<file path="src/rtl/uart_pkg.sv">
// Shared UART definitions: transmitter FSM encodings, parity selector values
// and the fixed line levels of the start and stop bits.
package uart_pkg;

  typedef enum logic [2:0] {
    ST_IDLE   = 3'd0,
    ST_START  = 3'd1,
    ST_DATA   = 3'd2,
    ST_PARITY = 3'd3,
    ST_STOP   = 3'd4
  } tx_state_e;

  // PAR_TYP selector values; the receiver's parity checker uses the same ones.
  localparam logic PAR_EVEN  = 1'b0;
  localparam logic PAR_ODD   = 1'b1;

  // Line levels of the framing bits.
  localparam logic START_BIT = 1'b0;
  localparam logic STOP_BIT  = 1'b1;

endpackage

</file>
<file path="src/rtl/uart_tx_if.sv">
// Parallel request side and serial line of the UART transmitter.
// master: the upstream producer; slave: the transmitter itself.
interface uart_tx_if #(
  parameter int DATA_WIDTH = 8
);

  logic [DATA_WIDTH-1:0] P_DATA;
  logic                  Data_Valid;
  logic                  PAR_EN;
  logic                  PAR_TYP;
  logic                  TX_OUT;
  logic                  Busy;

  modport master (
    output P_DATA,
    output Data_Valid,
    output PAR_EN,
    output PAR_TYP,
    input  TX_OUT,
    input  Busy
  );

  modport slave (
    input  P_DATA,
    input  Data_Valid,
    input  PAR_EN,
    input  PAR_TYP,
    output TX_OUT,
    output Busy
  );

endinterface

</file>
<file path="src/rtl/uart_tx_parity_calc.sv">
// Combinational parity of the latched byte. Same rule as the receiver-side
// checker: even parity makes the total count of ones even, odd makes it odd.
module uart_tx_parity_calc
  import uart_pkg::*;
#(
  parameter int DATA_WIDTH = 8
) (
  input  logic [DATA_WIDTH-1:0] data,
  input  logic                  par_typ,
  output logic                  par_bit
);

  // Even: plain XOR reduction; odd: its complement.
  always_comb begin
    if (par_typ == PAR_EVEN) begin
      par_bit = ^data;
    end else begin
      par_bit = ~^data;
    end
  end

endmodule

</file>
<file path="src/rtl/uart_tx.sv">
// UART transmitter: one bit per clk, frame = start, DATA_WIDTH data bits
// LSB first, optional parity, stop. TX_OUT and Busy are registered and are
// computed from the state being entered, so they change on the same edge as
// the state does.
module uart_tx
  import uart_pkg::*;
#(
  parameter int DATA_WIDTH = 8
) (
  input  logic     clk,
  input  logic     rst,
  uart_tx_if.slave bus
);

  localparam int               CNT_W    = (DATA_WIDTH > 1) ? $clog2(DATA_WIDTH) : 1;
  localparam logic [CNT_W-1:0] CNT_LAST = CNT_W'(DATA_WIDTH - 1);
  localparam logic [CNT_W-1:0] CNT_ONE  = CNT_W'(1);

  tx_state_e             state_reg, state_next;
  logic [CNT_W-1:0]      cnt_reg, cnt_next;
  logic [DATA_WIDTH-1:0] data_reg, data_next;
  logic                  par_en_reg, par_en_next;
  logic                  par_typ_reg, par_typ_next;
  logic                  tx_reg, tx_next;
  logic                  busy_reg, busy_next;
  logic                  par_bit;

  // Parity always comes from the latched byte, never from the live inputs.
  uart_tx_parity_calc #(
    .DATA_WIDTH(DATA_WIDTH)
  ) u_parity (
    .data   (data_reg),
    .par_typ(par_typ_reg),
    .par_bit(par_bit)
  );

  // State, counter, holding and output registers; reset drops the line high at once.
  always_ff @(posedge clk or negedge rst) begin
    if (!rst) begin
      state_reg   <= ST_IDLE;
      cnt_reg     <= '0;
      data_reg    <= '0;
      par_en_reg  <= 1'b0;
      par_typ_reg <= 1'b0;
      tx_reg      <= STOP_BIT;
      busy_reg    <= 1'b0;
    end else begin
      state_reg   <= state_next;
      cnt_reg     <= cnt_next;
      data_reg    <= data_next;
      par_en_reg  <= par_en_next;
      par_typ_reg <= par_typ_next;
      tx_reg      <= tx_next;
      busy_reg    <= busy_next;
    end
  end

  // Next state plus the line level and Busy for the state being entered.
  // Requests are only accepted in IDLE and STOP; elsewhere they are dropped.
  always_comb begin
    state_next   = state_reg;
    cnt_next     = cnt_reg;
    data_next    = data_reg;
    par_en_next  = par_en_reg;
    par_typ_next = par_typ_reg;
    tx_next      = STOP_BIT;
    busy_next    = 1'b0;

    case (state_reg)
      ST_IDLE: begin
        if (bus.Data_Valid) begin
          data_next    = bus.P_DATA;
          par_en_next  = bus.PAR_EN;
          par_typ_next = bus.PAR_TYP;
          state_next   = ST_START;
          tx_next      = START_BIT;
          busy_next    = 1'b1;
        end
      end

      ST_START: begin
        state_next = ST_DATA;
        cnt_next   = '0;
        tx_next    = data_reg[0];
        busy_next  = 1'b1;
      end

      ST_DATA: begin
        busy_next = 1'b1;
        if (cnt_reg == CNT_LAST) begin
          if (par_en_reg) begin
            state_next = ST_PARITY;
            tx_next    = par_bit;
          end else begin
            state_next = ST_STOP;
            tx_next    = STOP_BIT;
          end
        end else begin
          cnt_next = cnt_reg + CNT_ONE;
          tx_next  = data_reg[cnt_next];
        end
      end

      ST_PARITY: begin
        state_next = ST_STOP;
        tx_next    = STOP_BIT;
        busy_next  = 1'b1;
      end

      ST_STOP: begin
        if (bus.Data_Valid) begin
          // Back-to-back: the next start bit directly follows this stop bit.
          data_next    = bus.P_DATA;
          par_en_next  = bus.PAR_EN;
          par_typ_next = bus.PAR_TYP;
          state_next   = ST_START;
          tx_next      = START_BIT;
          busy_next    = 1'b1;
        end else begin
          state_next = ST_IDLE;
        end
      end

      default: begin
        state_next = ST_IDLE;
      end
    endcase
  end

  assign bus.TX_OUT = tx_reg;
  assign bus.Busy   = busy_reg;

endmodule

</file>
<file path="src/flat_wrapper.sv">
// flat-port wrapper written by rule: the top's interface ports become plain ports
module uart_tx_flat import uart_pkg::*;
#(
  parameter int DATA_WIDTH = 8
)
  (clk, rst, bus_P_DATA, bus_Data_Valid, bus_PAR_EN, bus_PAR_TYP, bus_TX_OUT, bus_Busy);
  uart_tx_if #(.DATA_WIDTH(DATA_WIDTH)) bus_i ();
  input  logic clk;
  input  logic rst;
  input wire logic [$bits(bus_i.P_DATA)-1:0] bus_P_DATA;
  input wire logic [$bits(bus_i.Data_Valid)-1:0] bus_Data_Valid;
  input wire logic [$bits(bus_i.PAR_EN)-1:0] bus_PAR_EN;
  input wire logic [$bits(bus_i.PAR_TYP)-1:0] bus_PAR_TYP;
  output wire logic [$bits(bus_i.TX_OUT)-1:0] bus_TX_OUT;
  output wire logic [$bits(bus_i.Busy)-1:0] bus_Busy;
  assign bus_i.P_DATA = bus_P_DATA;
  assign bus_i.Data_Valid = bus_Data_Valid;
  assign bus_i.PAR_EN = bus_PAR_EN;
  assign bus_i.PAR_TYP = bus_PAR_TYP;
  assign bus_TX_OUT = bus_i.TX_OUT;
  assign bus_Busy = bus_i.Busy;
  uart_tx #(.DATA_WIDTH(DATA_WIDTH)) u_core (.clk(clk), .rst(rst), .bus(bus_i));
endmodule
</file>
<file path="config.mk">
export PLATFORM = sky130hd
export DESIGN_NAME = uart_tx_flat
export DESIGN_NICKNAME = d
export VERILOG_FILES = /design/src/rtl/uart_pkg.sv /design/src/rtl/uart_tx_if.sv /design/src/rtl/uart_tx_parity_calc.sv /design/src/rtl/uart_tx.sv /design/src/flat_wrapper.sv
export SDC_FILE = /design/constraint.sdc
export NUM_CORES = 1
export LEC_CHECK = 0
export ABC_AREA = 0
export CAP_MARGIN = 20
export CORE_MARGIN = 2
export CORE_UTILIZATION = 64
export CTS_BUF_LIST = sky130_fd_sc_hd__clkbuf_16
export DETAILED_ROUTE_END_ITERATION = 10
export DONT_BUFFER_PORTS = 1
export HOLD_SLACK_MARGIN = 0.12
export PLACE_DENSITY = 0.8
export SYNTH_ARGS = -nofsm -noshare
export SYNTH_HDL_FRONTEND = slang
export SYNTH_SLANG_ARGS = --single-unit
</file>
<file path="constraint.sdc">
create_clock -name clk -period 4.2 [get_ports clk]
set_input_delay 0.84 -clock clk [delete_from_list [all_inputs] [get_ports clk]]
set_output_delay 0.84 -clock clk [all_outputs]
set_load 0.05 [all_outputs]
</file>
* Word-level counts from Yosys, hierarchy flattened *
Index checks and enable logic that the tools add are counted.

word-level totals
  register bits after elaboration = 18
  input port bits = 13
  output and inout bits = 2
  logic and storage cells = 42

operators by class
  $add $sub $neg = 1
  magnitude comparators = 1
  equal/unequal tests = 8
  multiplexer cells = 16
  reduce and logical (&&, ||, !) cells = 9

operator list
  cell                                                count
  case mux 3 bit (5 select lines)                     1
  2-to-1 mux 3 bit                                    4
  XNOR reduction 8 bit                                1
  parity 8 bit                                        1
  2-to-1 mux 1 bit                                    7
  == test 3 x 2 -> 1 bit, second input constant       2
  == test 3 bit, second input constant                2
  case mux 3 bit (2 select lines)                     1
  AND reduction 2 bit                                 3
  < comparator 3 x 4 -> 1 bit, second input constant  1
  != test 2 bit, second input constant                2
  adder 3 x 1 -> 3 bit, second input constant         1
  binary-select mux 1 bit (select 3 bit)              1
  == test 3 x 1 -> 1 bit, second input constant       1
  zero test 3 bit                                     1
  case mux 1 bit (3 select lines)                     1
  OR reduction 3 bit                                  1
  != test 2 x 1 -> 1 bit, second input constant       1
  case mux 1 bit (2 select lines)                     1
  nonzero test 2 bit                                  1
  OR reduction 2 bit                                  1

* Depth between registers and ports, before layout *
Gate-level depths: netlist of run 1.

  word-level depth = 5
  mapped depth = 6
  mapped depth without buffers = 6

* By module *
A second synthesis of run 1 with hierarchy kept.

unflattened totals
  cells, all modules = 75
  area, all modules = 942.2 um2

by module, submodules not included
  module               times used  cells each  area an instance (um2)  sequential area each (um2)
  uart_tx              1           68          859.6                   451.7
  uart_tx_parity_calc  1           7           82.6                    0.0

* Worst setup path before layout of run 1 *
Ideal clock, no wire load.

  path type = register to register
  from = register u_core.cnt_reg[0]
  to = register u_core.tx_reg, in the netlist u_core.bus.TX_OUT
  library setup time = 98 ps
  data arrival time = 1612 ps
  required time = 4102 ps
  slack = 2490 ps
  stages on the path, launching flop included = 7
  path buffers = 0
  cells stage by stage = dfrtp_1 > ha_1 > ha_1 > mux4_2 > a21oi_1 > o21ai_1 > o311ai_1

between the ends
  word-level cells in the longest chain between the ends = 5
  elaborated cells between the ends (all ways) = 6

ends and longest elaborated chain
  item                                    line            RTL
  from (decl)                             uart_tx.sv:20   logic [CNT_W-1:0] cnt_reg, cnt_next;
  from (signal assigned)                  uart_tx.sv:49   cnt_reg <= cnt_next;
  adder 3 x 1 -> 3 bit                    uart_tx.sv:99   cnt_next = cnt_reg + CNT_ONE;
  binary-select mux 1 bit (select 3 bit)  uart_tx.sv:100  tx_next = data_reg[cnt_next];
  2-to-1 mux 1 bit (implied by the code)  uart_tx.sv:100
  2-to-1 mux 1 bit (*)                    uart_tx.sv:90   if (cnt_reg == CNT_LAST) begin
  case mux 1 bit (3 select lines) (*)     uart_tx.sv:69   case (state_reg)
  named net u_core.tx_next                uart_tx.sv:24   logic tx_reg, tx_next;
  to (signal assigned)                    uart_tx.sv:53   tx_reg <= tx_next;
  to (decl)                               uart_tx.sv:24

The timed path passes the listed nets; every way through them passes the cells marked *. The select of a mux whose other input is x is not followed.
A chain may end at the register's enable or synchronous reset.

* Worst setup path in the final report of run 1 *
Same ends and word-level chain as after synthesis.

==> results of run 1 <==
-- logic make-up (layout without fill, tap and decap cells) --
family                     Yosys count  after routing  share of synthesized area [%]
DFF                                 18             18                           48.5
muxes                               15             15                           18.7
adders and majority gates            2              2                           2.69
and+or+nand+nor                     17             17                           8.47
buffers and inverters                6              7                           4.17
AOI/OAI and AO/OA                   15             15                           9.27
xor gates and xnor gates             7              7                           8.20
-- cell type report --
cell class / count / area [µm²]
multi-input combinational: 56 / 440
fill: 94 / 333
sequential: 18 / 452
clock buffer: 3 / 75.1
inverter: 3 / 11.3
clock inverter: 1 / 3.75
tap: 15 / 18.8
-- final timing paths --
path	cells past startpoint	startpoint	to
worst min register to register	1	u_core.state_reg[2]	u_core.state_reg[1]
min in group clk	1	u_core.state_reg[2]	u_core.state_reg[1]
worst min-delay path	0	rst	u_core.cnt_reg[2]
worst max register to register	6	u_core.cnt_reg[0]	u_core.bus.TX_OUT
worst max-delay path	6	u_core.cnt_reg[0]	u_core.bus.TX_OUT
max in group asynchronous	0	rst	u_core.bus.TX_OUT
-- worst max-delay path, delay by kind of cell (launching register included) --
kind                       cells  cell delay, ps
AOI/OAI and AO/OA              3             290
DFF                            1             490
adders and majority gates      2             560
muxes                          1             500
-- metrics by stage --
stage | setup WS (ps) | power, mW | hold slack, ps | cell area, µm²
2_1_floorplan | 2490 | 0.727 | 467 | 931
3_3_place_gp | 2320 | 0.767 | 499 | 922
3_5_place_dp | 2260 | 0.783 | 508 | 922
4_1_cts | 2250 | 0.976 | 284 | 1000
5_1_grt | 2160 | 1.03 | 273 | 1000
6_report | 2260 | 0.970 | 286 | 1000
-- power by group through the flow --
stage          Clock [mW]  Sequential [mW]  Combinational, mW
2_1_floorplan           0            0.351              0.376
6_report            0.186            0.384              0.400
3_5_place_dp            0            0.384              0.398
4_1_cts             0.189            0.384              0.403
5_1_grt             0.198            0.395              0.437
3_3_place_gp            0            0.381              0.385
-- synth_stat cells --
| cell | number | share of area, % |
|---|---|---|
| a21oi_1 | 4 | 2.2 |
| a22oi_1 | 2 | 1.6 |
| and2_1 | 1 | 0.67 |
| buf_2 | 1 | 0.54 |
| buf_6 | 2 | 2.4 |
| dfrtp_1 | 17 | 46 |
| dfstp_2 | 1 | 2.8 |
| ha_1 | 2 | 2.7 |
| inv_1 | 3 | 1.2 |
| mux2_2 | 9 | 11 |
| mux2i_1 | 5 | 5.4 |
| mux4_2 | 1 | 2.4 |
| nand2_1 | 5 | 2.0 |
| nand2b_1 | 2 | 1.3 |
| nor2_1 | 6 | 2.4 |
| nor2b_1 | 1 | 0.67 |
| nor3_1 | 1 | 0.54 |
| nor3b_1 | 1 | 0.81 |
| o21ai_0 | 6 | 3.2 |
| o21ai_1 | 1 | 0.54 |
| o21bai_1 | 1 | 0.81 |
| o311ai_1 | 1 | 0.94 |
| xnor2_1 | 5 | 4.7 |
| xnor3_2 | 1 | 2.6 |
| xor2_1 | 1 | 0.94 |
-- metal layers --
layer,GRT usage (%),vias up
li1,-,279
met1,25.7,276
met2,30.9,12
met3,6.90,2
met4,10.0,0
met5,0,-
==> impl_metrics.env, run 1 <==
export IMPL_cp_max_fo=8
export IMPL_wl_per_cell_um=15.4
export IMPL_totalWireLength_mm=1.48
export IMPL_peakVddDrop_uv=592
export IMPL_htreeDepth=1
export IMPL_clock_sinks=18
export IMPL_io_buffers=0
export IMPL_synthToLayoutAreaGrowth_pct=7.53
export IMPL_cp_end_kind="register"
export IMPL_finalMaxSlewViolations=0
export IMPL_wl_met3_um=66
export IMPL_utilization_pct=75.0
export IMPL_hold_violations=0
export IMPL_cts_buffers=3
export IMPL_max_cap_violations=0
export IMPL_largest_reg_flops=8
export IMPL_viasPerCell=5.93
export IMPL_slowest_stage="mux4_2"
export IMPL_diodes=0
export IMPL_clk_transition_reported_paths_ps=50
export IMPL_status="completed"
export IMPL_wl_met2_um=719
export IMPL_syn_inst=80
export IMPL_overflow=0
export IMPL_clock_latency_ps=250
export IMPL_final_cell_mix="dfrtp_1 (17), mux2_2 (9), nor2_1 (6), o21ai_0 (6)"
export IMPL_hp_class="in2async"
export IMPL_switching_share_pct=35.3
export IMPL_die_h_um=42.1
export IMPL_yosys_warnings=0
export IMPL_io_pins=15
export IMPL_grt_pass1_vias=590
export IMPL_ctsHoldBuffers=0
export IMPL_drt_met1_wl_um=681
export IMPL_path_class="reg2reg"
export IMPL_nNetsFinal=97
export IMPL_die_area_um2=1780
export IMPL_leakagePower_nw=0.434
export IMPL_seq_area_frac_synth_pct=48.5
export IMPL_fin_skew_ps=3.63
export IMPL_setup_viol=0
export IMPL_clkPwrFrac_pct=19.2
export IMPL_antenna_left=0
export IMPL_placement_rows=13
export IMPL_p_int_mw=0.627
export IMPL_initial_core_util_pct=69.8
export IMPL_dpl_hpwl_mm=1.10
export IMPL_drive_above_1_share_pct=18.5
export IMPL_tightestPinTransition_ps=484
export IMPL_cp_start_kind="register"
export IMPL_top_layer="met4"
export IMPL_placedCellCount=92
export IMPL_maxSlewHeadroom_pct=67.7
export IMPL_rsz0062_at_grt="false"
export IMPL_first_iter_violations=4
export IMPL_ff2ff_setup_slack_ps=2260
export IMPL_core_um2=1330
export IMPL_grt_start_max_net_pins=19
export IMPL_setup_tns_ps=0
export IMPL_cts_tree="yes"
export IMPL_final_common_cell="dfrtp_1"
export IMPL_p_sw_mw=0.342
export IMPL_grt_use_total_pct=20.3
export IMPL_critical_path_arrival_ps=2090
export IMPL_routabilityCongestion=0.729
export IMPL_antenna_found_initial=0
export IMPL_max_freq_ghz=0.515
export IMPL_final_cells=96
export IMPL_fp_dieW_um=42.1
export IMPL_ys_ff_latch=18
export IMPL_period_share_pct=46.3
export IMPL_period_needed_ps=1940
export IMPL_path_cells="ha_1, ha_1, mux4_2, a21oi_1, o21ai_1, o311ai_1"
export IMPL_max_stage_delay_ps=500
export IMPL_power_density_nw_per_um2=969
export IMPL_clockBufferDepth=2
export IMPL_syn_num_nets=95
export IMPL_post_cts_buffers=0
export IMPL_drcViolationCount=0
export IMPL_grt_first_pass_wirelength_mm=2.67
export IMPL_cts_resized=0
export IMPL_cts_root_buf="clkbuf_16"
export IMPL_worst_ep_required_time_ps=4350
export IMPL_syn_mean_instance_area_um2=11.6
export IMPL_crit_top_cell="ha_1"
export IMPL_synthesis_area_um2=931
export IMPL_power_frac_seq_pct=39.6
export IMPL_pwr_share_comb_pct=41.3
export IMPL_vias=569
export IMPL_synth_distinct_cells=25
export IMPL_drt_pass1_iterations=3
Power figures use the tool's default switching activity.
==> run 2: changes to the inputs <==
Settings changed: CORE_UTILIZATION 64 to 54, PLACE_DENSITY 0.8 to 0.72.
Clock period 4.2 ns to 1.69 ns, I/O delays scaled along.
==> run 2 against run 1 <==
Compared with the run above: the run now ends with setup timing left; first-iteration DRC count rose by 25%; fmax rose by 10%; via count rose by 7.0%; largest power group unchanged; highest routed layer unchanged.
==> impl_metrics.env, run 2 (synthesis results as in run 1) <==
export IMPL_finalInstanceArea_um2=1080
export IMPL_n_fill_cell=135
export IMPL_setup_viol=1
export IMPL_placement_rows=15
export IMPL_drive_above_1_share_pct=27.6
export IMPL_critical_path_arrival_ps=1910
export IMPL_final_common_cell="dfrtp_1"
export IMPL_placedCellCount=98
export IMPL_placed_area_um2=970
export IMPL_antenna_left=0
export IMPL_grt_pass1_vias=600
export IMPL_wl_met3_um=53
export IMPL_final_cells=104
export IMPL_r2r_start="u_core.cnt_reg[0]"
export IMPL_die_h_um=45.5
export IMPL_fin_skew_ps=1.23
export IMPL_clockBufferDepth=2
export IMPL_grt_first_pass_wirelength_mm=2.74
export IMPL_peakVddDrop_uv=1190
export IMPL_initial_core_util_pct=55.7
export IMPL_hp_class="in2reg"
export IMPL_grt_start_max_net_pins=19
export IMPL_wl_met2_um=808
export IMPL_rsz0062_at_grt="true"
export IMPL_p_total_mw=2.58
export IMPL_violations="setup timing"
export IMPL_leakagePower_nw=0.461
export IMPL_totalWireLength_mm=1.65
export IMPL_routabilityCongestion=0.793
export IMPL_drt_pass1_iterations=4
export IMPL_clock_latency_ps=250
export IMPL_tightestPinTransition_ps=800
export IMPL_cp_start_kind="register"
export IMPL_largest_reg_flops=8
export IMPL_wl_per_cell_um=15.9
export IMPL_clock_sinks=18
export IMPL_diodes=0
export IMPL_pwr_share_comb_pct=46.5
export IMPL_period_needed_ps=1770
export IMPL_hold_violations=0
export IMPL_fp_dieW_um=45.5
export IMPL_synthToLayoutAreaGrowth_pct=15.7
export IMPL_cp_startpoint="u_core.cnt_reg[0]"
export IMPL_htreeDepth=1
export IMPL_clk_transition_reported_paths_ps=50
export IMPL_p_sw_mw=0.927
export IMPL_final_cell_mix="dfrtp_1 (17), mux2_2 (9), nor2_1 (6), o21ai_0 (6)"
export IMPL_timing_rr_end="u_core.bus.TX_OUT"
export IMPL_finalMaxSlewViolations=0
export IMPL_clkPwrFrac_pct=18.0
export IMPL_grt_use_total_pct=18.9
export IMPL_maxSlewHeadroom_pct=46.5
export IMPL_vias=609
export IMPL_dpl_hpwl_mm=1.15
export IMPL_first_iter_violations=5
export IMPL_finalWorstSetupSlack_ps=-76.1
export IMPL_power_density_nw_per_um2=2390
export IMPL_cp_max_fo=2
export IMPL_die_area_um2=2070
export IMPL_overflow=0
export IMPL_drcViolationCount=0
export IMPL_p_int_mw=1.65
export IMPL_io_pins=15
export IMPL_crit_end="u_core.bus.TX_OUT"
export IMPL_max_cap_violations=0
export IMPL_power_frac_seq_pct=35.5
export IMPL_ff2ff_setup_slack_ps=-80
export IMPL_cts_root_buf="clkbuf_16"
export IMPL_period_share_pct=105
export IMPL_drt_met1_wl_um=756
export IMPL_r2r_worst_path_cells=6
export IMPL_antenna_found_initial=0
export IMPL_cts_tree="yes"
export IMPL_core_um2=1670
export IMPL_switching_share_pct=36.0
export IMPL_status="complete, but fails checks"
export IMPL_cts_buffers=3
export IMPL_nNetsFinal=103
export IMPL_max_freq_ghz=0.566
export IMPL_top_layer="met4"
export IMPL_viasPerCell=5.86
export IMPL_cp_end_kind="register"
export IMPL_path_class="reg2reg"
export IMPL_io_buffers=0
export IMPL_worst_ep_required_time_ps=1840
run 2: worst min-delay path by stage:
| stage | endpoint | slack (ps) | cells past startpoint | from |
|---|---|---|---|---|
| 6_report | u_core.par_en_reg | 210 | 2 | bus_PAR_EN |
| 5_1_grt | u_core.data_reg[4] | 240 | 1 | bus_P_DATA[4] |
| 4_1_cts | u_core.par_en_reg | 210 | 2 | bus_PAR_EN |
| 3_5_place_dp | u_core.state_reg[1] | 40 | 0 | rst |
| 3_3_place_gp | u_core.state_reg[1] | 40 | 0 | rst |
| 2_1_floorplan | u_core.bus.Busy | 40 | 0 | rst |
run 2: metal layers:
layer | track usage (%) | up-vias
met2 | 27.9 | 12
met4 | 8.82 | 0
met5 | 0 | -
met1 | 26.9 | 302
li1 | - | 290
met3 | 3.57 | 5
run 2: what timing repair did:
item	in CTS	in global routing
buffers inserted	0	1
hold buffers	1	0
endpoints found under the hold margin	18	0
setup endpoints to repair	1	1
resized for setup	1	1
pin swaps	2	1
run 2: metrics by stage:
| stage | hold slack, ps | setup slack (ps) | utilization [%] | TNS (ps) |
|---|---|---|---|---|
| after CTS | 214 | -59.0 | 63.6 | -59.0 |
| after floorplan | 42.4 | 23.4 | - | 0 |
| after global routing | 236 | -98.4 | 64.5 | -98.4 |
| final | 210 | -76.1 | 64.5 | -76.1 |
| after global placement | 42.9 | 4.32 | 58.1 | 0 |
| after detailed placement | 42.9 | -45.1 | 58.1 | -45.1 |
run 2: cell type report:
type	instances	area, µm²	share of cell area [%]
clock inverter	1	3.75	0.348
timing repair buffer	6	47.5	4.41
tap	17	21.3	1.97
inverter	3	11.3	1.05
multi-input combinational	56	467	43.3
sequential	18	452	41.9
clock buffer	3	75.1	6.97
run 2: critical path, cell delays in order, from the launching register on:
cell      delay, ps
dfrtp_1         380
ha_2            200
ha_4            270
mux4_2          500
a21oi_2         140
o21ai_1         100
o311ai_2         80
run 2: power groups by stage:
stage / clock [mW] / sequential, mW / combinational, mW
CTS: 0.467 / 0.915 / 1.15
floorplan: 0 / 0.877 / 0.948
global route: 0.484 / 0.946 / 1.30
global placement: 0 / 0.915 / 1.06
finish: 0.465 / 0.914 / 1.20
detailed placement: 0 / 0.919 / 1.08
==> patch 1: new RTL, settings of run 2 <==
`DATA_WIDTH` is set to 8 in 4 places; all go to 4.
--- a/src/rtl/uart_tx_if.sv
+++ b/src/rtl/uart_tx_if.sv
@@ -1,7 +1,7 @@
 // Parallel request side and serial line of the UART transmitter.
 // master: the upstream producer; slave: the transmitter itself.
 interface uart_tx_if #(
-  parameter int DATA_WIDTH = 8
+  parameter int DATA_WIDTH = 4
 );
 
   logic [DATA_WIDTH-1:0] P_DATA;
--- a/src/rtl/uart_tx_parity_calc.sv
+++ b/src/rtl/uart_tx_parity_calc.sv
@@ -3,7 +3,7 @@
 module uart_tx_parity_calc
   import uart_pkg::*;
 #(
-  parameter int DATA_WIDTH = 8
+  parameter int DATA_WIDTH = 4
 ) (
   input  logic [DATA_WIDTH-1:0] data,
   input  logic                  par_typ,
--- a/src/rtl/uart_tx.sv
+++ b/src/rtl/uart_tx.sv
@@ -5,7 +5,7 @@
 module uart_tx
   import uart_pkg::*;
 #(
-  parameter int DATA_WIDTH = 8
+  parameter int DATA_WIDTH = 4
 ) (
   input  logic     clk,
   input  logic     rst,
--- a/src/flat_wrapper.sv
+++ b/src/flat_wrapper.sv
@@ -1,7 +1,7 @@
 // flat-port wrapper written by rule: the top's interface ports become plain ports
 module uart_tx_flat import uart_pkg::*;
 #(
-  parameter int DATA_WIDTH = 8
+  parameter int DATA_WIDTH = 4
 )
   (clk, rst, bus_P_DATA, bus_Data_Valid, bus_PAR_EN, bus_PAR_TYP, bus_TX_OUT, bus_Busy);
   uart_tx_if #(.DATA_WIDTH(DATA_WIDTH)) bus_i ();
Interface: changed (resized bus_P_DATA); port bits go from 15 to 11. The function was not compared with the original's and may differ.
==> patch 1 against run 2 <==
Routed wire length decreased by 33%; sequential share of layout area increased by 1.1 points; worst setup slack improved by 150 ps; sequential cell count decreased by 5; via count decreased by 29%; synthesized area decreased by 31%; utilization increased by 3.7 points; total power decreased by 29%; sequential power decreased by 25%; cell area decreased by 30%.
==> patch 1: results (changes against run 2) <==
.. list-table::
   :header-rows: 1

   * - Metric
     - Value
   * - IO Port Bufs
     - 0 (unchanged)
   * - Router iterations before antenna repair
     - 4 (unchanged)
   * - Share of layout cells above drive strength 1
     - 0.2295 (-0.04635)
   * - Pin slew with the least headroom to its limit
     - 596.5 ps (-203.9 ps)
   * - Met3 demand-to-capacity share in global routing
     - 0.06977 (+0.03405)
   * - Total wire length after detailed routing
     - 1106 microns (-33%)
   * - CTS Buf Count
     - 3 (unchanged)
   * - Global-route usage over all layers
     - 0.2037 (+0.01440)
   * - # nets final
     - 72 (-30%)
   * - Sequential-to-total area share from yosys stat
     - 0.5088 (+0.02356)
   * - Flip-flop count of the largest register, all copies and words added
     - 4 (-4)
   * - Data arrival time of the worst path
     - 1780 ps (-130 ps)
   * - Vias in the first global route
     - 422 (-30%)
   * - Worst Reg2Reg Path Length in Cells
     - 4 (-2)
   * - Max IR drop VDD
     - 0.001108 V (-6.6%)
   * - Via/cell ratio
     - 5.760 (-1.6%)
   * - Synth top area cells
     - dfrtp_1 47%, mux2_2 8.8%, dfstp_2 4.1%, mux4_1 4.1%, nor2_1 4.1%
   * - Post-synthesis net count
     - 66 (-31%)
   * - Iteration-0 DRC Markers
     - 4 (-1)
   * - Met2 usage
     - 0.3136 (+0.03469)
   * - Maximum number of pins on one net before global-route repair
     - 14 (-5)
   * - Post-DP Area
     - 654.4 sq um (-33%)
   * - Global-route wire length before repair
     - 1932 microns (-29%)
   * - Worst clock skew on the final layout
     - 2.844 ps (+1.611 ps)
   * - Distinct cells, synth
     - 23 (-8.0%)
   * - Critical-path maximum fanout
     - 4 (+2)
   * - Detailed placer's ending HPWL
     - 795.7 microns (-31%)
   * - Placer congestion estimate
     - 0.7543 (-4.8%)
   * - Peak per-stage delay on the critical path
     - 570 ps (+70 ps)
   * - CTS Buffer Depth
     - 2 (unchanged)
   * - Leading cell types by count after synthesis
     - 12 x dfrtp_1, 7 x nor2_1, 5 x mux2_2
   * - Run status
     - complete, no violations
   * - Cell at the root of the clock tree
     - clkbuf_16
   * - Grt met1 use
     - 0.2529 (-0.01586)
   * - Static Leakage
     - 0.3389 nW (-26%)
   * - Reg-to-reg slack, setup
     - 70 ps (+150 ps)
   * - Destination of the critical timing path
     - u_core.bus.TX_OUT
   * - CP max-delay cell
     - mux4_1
==> patch 1: cell count changes after synthesis, sizes merged, moves of 2 or more <==
cell	change
dfrtp	-5
o22ai	+2
mux2	-4
xnor2	-4
mux2i	-3
o21ai	-3
==> patch 1: cell type report <==
class | count | area (sq um)
sequential | 13 | 326.6
clock inverter | 1 | 5.005
clock buffer | 3 | 75.07
inverter | 2 | 7.507
fill | 89 | 352.8
multi-input combinational | 39 | 301.5
timing repair buffer | 3 | 25.02
tap | 14 | 17.52
==> patch 1: critical path: cells and delay by family (launching register included) <==
kind / cells / cell delay [ps]
flops: 1 / 410
compound gates: 2 / 230
mux: 1 / 570
fa+ha+maj: 1 / 320
==> patch 1: worst min path at each step <==
stage                                to       start  slack (ps)
floorplan               u_core.bus.Busy         rst          40
global placement    u_core.state_reg[0]         rst          40
detailed placement  u_core.state_reg[0]         rst          40
CTS                   u_core.par_en_reg  bus_PAR_EN         220
global route          u_core.par_en_reg  bus_PAR_EN         230
finish                u_core.par_en_reg  bus_PAR_EN         220
==> patch 1: cell families (layout without fill, tap and decap cells) <==
logic type                 count (synthesis)  after routing  share of synthesized area
DFF                                       13             13                     0.5088
xor gates and xnor gates                   3              3                    0.06238
AOI/OAI and AO/OA                         12             12                     0.1170
and+or+nand+nor                           15             15                     0.1014
muxes                                      8              8                     0.1598
buffers and inverters                      4              9                    0.03119
adders and majority gates                  1              1                    0.01949
==> patch 1: repair_timing <==
| action | CTS | global route |
|---|---|---|
| hold endpoints to repair | 13 | 0 |
| gates resized for setup | 0 | 1 |
| hold buffers | 1 | 0 |
| buffers inserted | 0 | 1 |
| setup endpoints to repair | 0 | 1 |
==> patch 1: per-stage QoR <==
step / std cells / setup slack (ps) / setup TNS, ps / power, mW / hold slack (ps)
after floorplan: 56 / 126.2 / 0 / 1.211 / 42.41
after detailed placement: 69 / 55.81 / 0 / 1.322 / 42.75
after global placement: 69 / 100.7 / 0 / 1.302 / 42.68
final: 75 / 74.08 / 0 / 1.826 / 216.0
after CTS: 74 / 48.25 / 0 / 1.783 / 218.4
after global routing: 75 / -11.89 / -11.89 / 1.946 / 226.9
==> patch 1: report_power, final <==
group	leakage [nW]	internal [mW]	switching (mW)	total [mW]
registers	0.157	0.472	0.212	0.684
clock network	0.0409	0.314	0.129	0.444
logic	0.141	0.388	0.311	0.698
==> patch 1: layer usage <==
layer | part of all wire | routed length (microns)
met1 | 0.46 | 511
met2 | 0.46 | 505
met3 | 0.057 | 63
met4 | 0.024 | 26
met5 | 0 | 0
==> patch 2: new RTL, settings of run 2 <==
Made on the original files. Encoding of `tx_state_e`: now Gray code (3 bits for 5 states).
--- a/src/rtl/uart_pkg.sv
+++ b/src/rtl/uart_pkg.sv
@@ -3,11 +3,11 @@
 package uart_pkg;
 
   typedef enum logic [2:0] {
-    ST_IDLE   = 3'd0,
-    ST_START  = 3'd1,
-    ST_DATA   = 3'd2,
-    ST_PARITY = 3'd3,
-    ST_STOP   = 3'd4
+    ST_IDLE   = 3'b000,
+    ST_START  = 3'b001,
+    ST_DATA   = 3'b011,
+    ST_PARITY = 3'b010,
+    ST_STOP   = 3'b110
   } tx_state_e;
 
   // PAR_TYP selector values; the receiver's parity checker uses the same ones.
Behaviour: same outputs for any inputs over 10 cycles, from zero or initial values and one cycle with rst low; not proved beyond that.
==> patch 2 against run 2 <==
Total power down 2.3%; routed wire length down 2.8%; combinational power down 7%; synthesized area up 3.9%; sequential share of layout area about the same; sequential cell count unchanged; worst setup slack better by 140 ps; cell area up 0.23%; highest routed layer unchanged.
==> patch 2: results (changes against run 2) <==
.. list-table::
   :header-rows: 1

   * - Metric
     - Value
   * - Run status
     - complete, no violations
   * - Total wire length after detailed routing
     - 1605 microns (-2.8%)
   * - Post-synthesis net count
     - 88 (-7.4%)
   * - Sequential-to-total area share from yosys stat
     - 0.4670 (-0.01820)
   * - Iteration-0 DRC Markers
     - 9 (+4)
   * - Leading cell types by count after synthesis
     - 17 x dfrtp_1, 9 x mux2_4, 5 x nand2_1
   * - Number of H-tree branching levels
     - 1 (unchanged)
   * - Max IR drop VDD
     - 0.001600 V (+35%)
   * - IO Port Bufs
     - 0 (unchanged)
   * - Instance count of the mapped netlist
     - 73 (-8.8%)
   * - Fillers
     - 131 (-3.0%)
   * - Static Leakage
     - 0.4867 nW (+5.7%)
   * - Via/cell ratio
     - 5.431 (-7.2%)
   * - Data arrival time of the worst path
     - 1800 ps (-110 ps)
   * - Synth Area in Adders
     - 0.02587 (-0.001008)
   * - Peak per-stage delay on the critical path
     - 440 ps (-60 ps)
   * - Placer congestion estimate
     - 0.7762 (-2.1%)
   * - Detailed-route via count
     - 554 (-9.0%)
   * - # nets final
     - 93 (-9.7%)
   * - Top_reg_cell synth
     - dfrtp_1
   * - Flip-flop count of the largest register, all copies and words added
     - 8 (unchanged)
   * - Synth top area cells
     - dfrtp_1 44%, mux2_4 14%, mux4_1 5.4%, mux2i_1 3.1%, dfstp_2 2.7%
   * - Placed cell count
     - 97 (-1.0%)
   * - Portion of netlist area occupied by mux cells
     - 0.2367 (+0.04991)
   * - Post-DP Area
     - 989.7 sq um (+2.1%)
   * - Cell class contributing the biggest share of worst-path delay
     - adder cells
   * - Detailed placer's ending HPWL
     - 1144 microns (about the same)
   * - PD cells
     - 2330 nW/um^2 (-2.5%)
   * - Pin slew with the least headroom to its limit
     - 750.9 ps (-49.48 ps)
   * - Distinct cells, synth
     - 29 (+16%)
   * - Global-route usage over all layers
     - 0.1849 (-0.004382)
   * - Critical-path maximum fanout
     - 5 (+3)
   * - Main combinational cell family by area after synthesis
     - multiplexers
   * - Fraction of the mapped netlist area in compound gates
     - 0.08538 (-0.007360)
   * - Share of layout cells above drive strength 1
     - 0.2338 (-0.04210)
   * - Router iterations before antenna repair
     - 4 (unchanged)
   * - Global-route wire length before repair
     - 2594 microns (-5.3%)
   * - CP max-delay cell
     - dfrtp_2
   * - Worst clock skew on the final layout
     - 0.9639 ps (-0.2688 ps)
   * - Xor-xnor portion of the synthesized cell area
     - 0.08409 (+0.002099)
==> patch 2: changes by cell type in the layout (fill, tap and decap cells not counted), sizes merged, moves of 2 or more <==
cell   before  now
o21ai       7    4
o22ai       0    3
buf         5    1
a21oi       4    1
mux2i       5    3
xnor2       5    2
==> patch 2: what timing repair did <==
action | in CTS | in global routing
setup buffers | 0 | 0
hold buffers | 1 | 0
hold endpoints to repair | 18 | 0
endpoints found under the setup margin | 0 | 1
gates resized for setup | 0 | 1
==> patch 2: routing by layer <==
metal,global-route usage,vias up,part of all wire
met5,0,-,0
met4,0.08000,0,0.017
met3,0.09020,4,0.061
met2,0.2694,14,0.47
met1,0.2317,266,0.45
li1,-,270,-
==> patch 2: kinds of logic after synthesis <==
logic type	after synthesis
flip-flops	18
multiplexers	15
AND/OR/NAND/NOR	15
AO/OA/AOI/OAI	12
XOR/XNOR	6
buffers and inverters	5
adder cells (fa/ha/maj)	2
==> patch 2: layout make-up <==
cell class | instances | share of cell area
Inverter | 3 | 0.01043
Tap cell | 25 | 0.02897
Timing Repair Buffer | 2 | 0.01622
Multi-Input combinational cell | 50 | 0.4519
Clock inverter | 1 | 0.003476
Clock buffer | 3 | 0.06952
Sequential cell | 18 | 0.4195
==> patch 2: power by group <==
group / switching (mW) / internal, mW / total (mW)
clock: 0.147 / 0.314 / 0.461
combinational: 0.407 / 0.698 / 1.11
sequential: 0.294 / 0.656 / 0.950
==> patch 2: worst paths after layout <==
kind / from / to / slack [ps] / depth (start not counted)
min: bus_P_DATA[1] / u_core.data_reg[1] / 240 / 1
min reg2reg: u_core.par_typ_reg / u_core.par_typ_reg / 540 / 1
min in group asynchronous: rst / u_core.bus.Busy / 610 / 1
max: u_core.cnt_reg[0] / u_core.bus.TX_OUT / 70 / 5
max in group asynchronous: rst / u_core.cnt_reg[0] / 570 / 1
max reg2reg: u_core.cnt_reg[0] / u_core.bus.TX_OUT / 70 / 5
==> patch 2: metrics by stage <==
step	hold slack [ps]	setup slack, ps	utilization
2_1_floorplan	42.41	217.0	-
3_3_place_gp	42.99	158.9	0.5795
3_5_place_dp	42.85	109.0	0.5795
4_1_cts	233.9	48.62	0.6315
5_1_grt	228.8	5.823	0.6322
6_report	237.3	66.03	0.6322
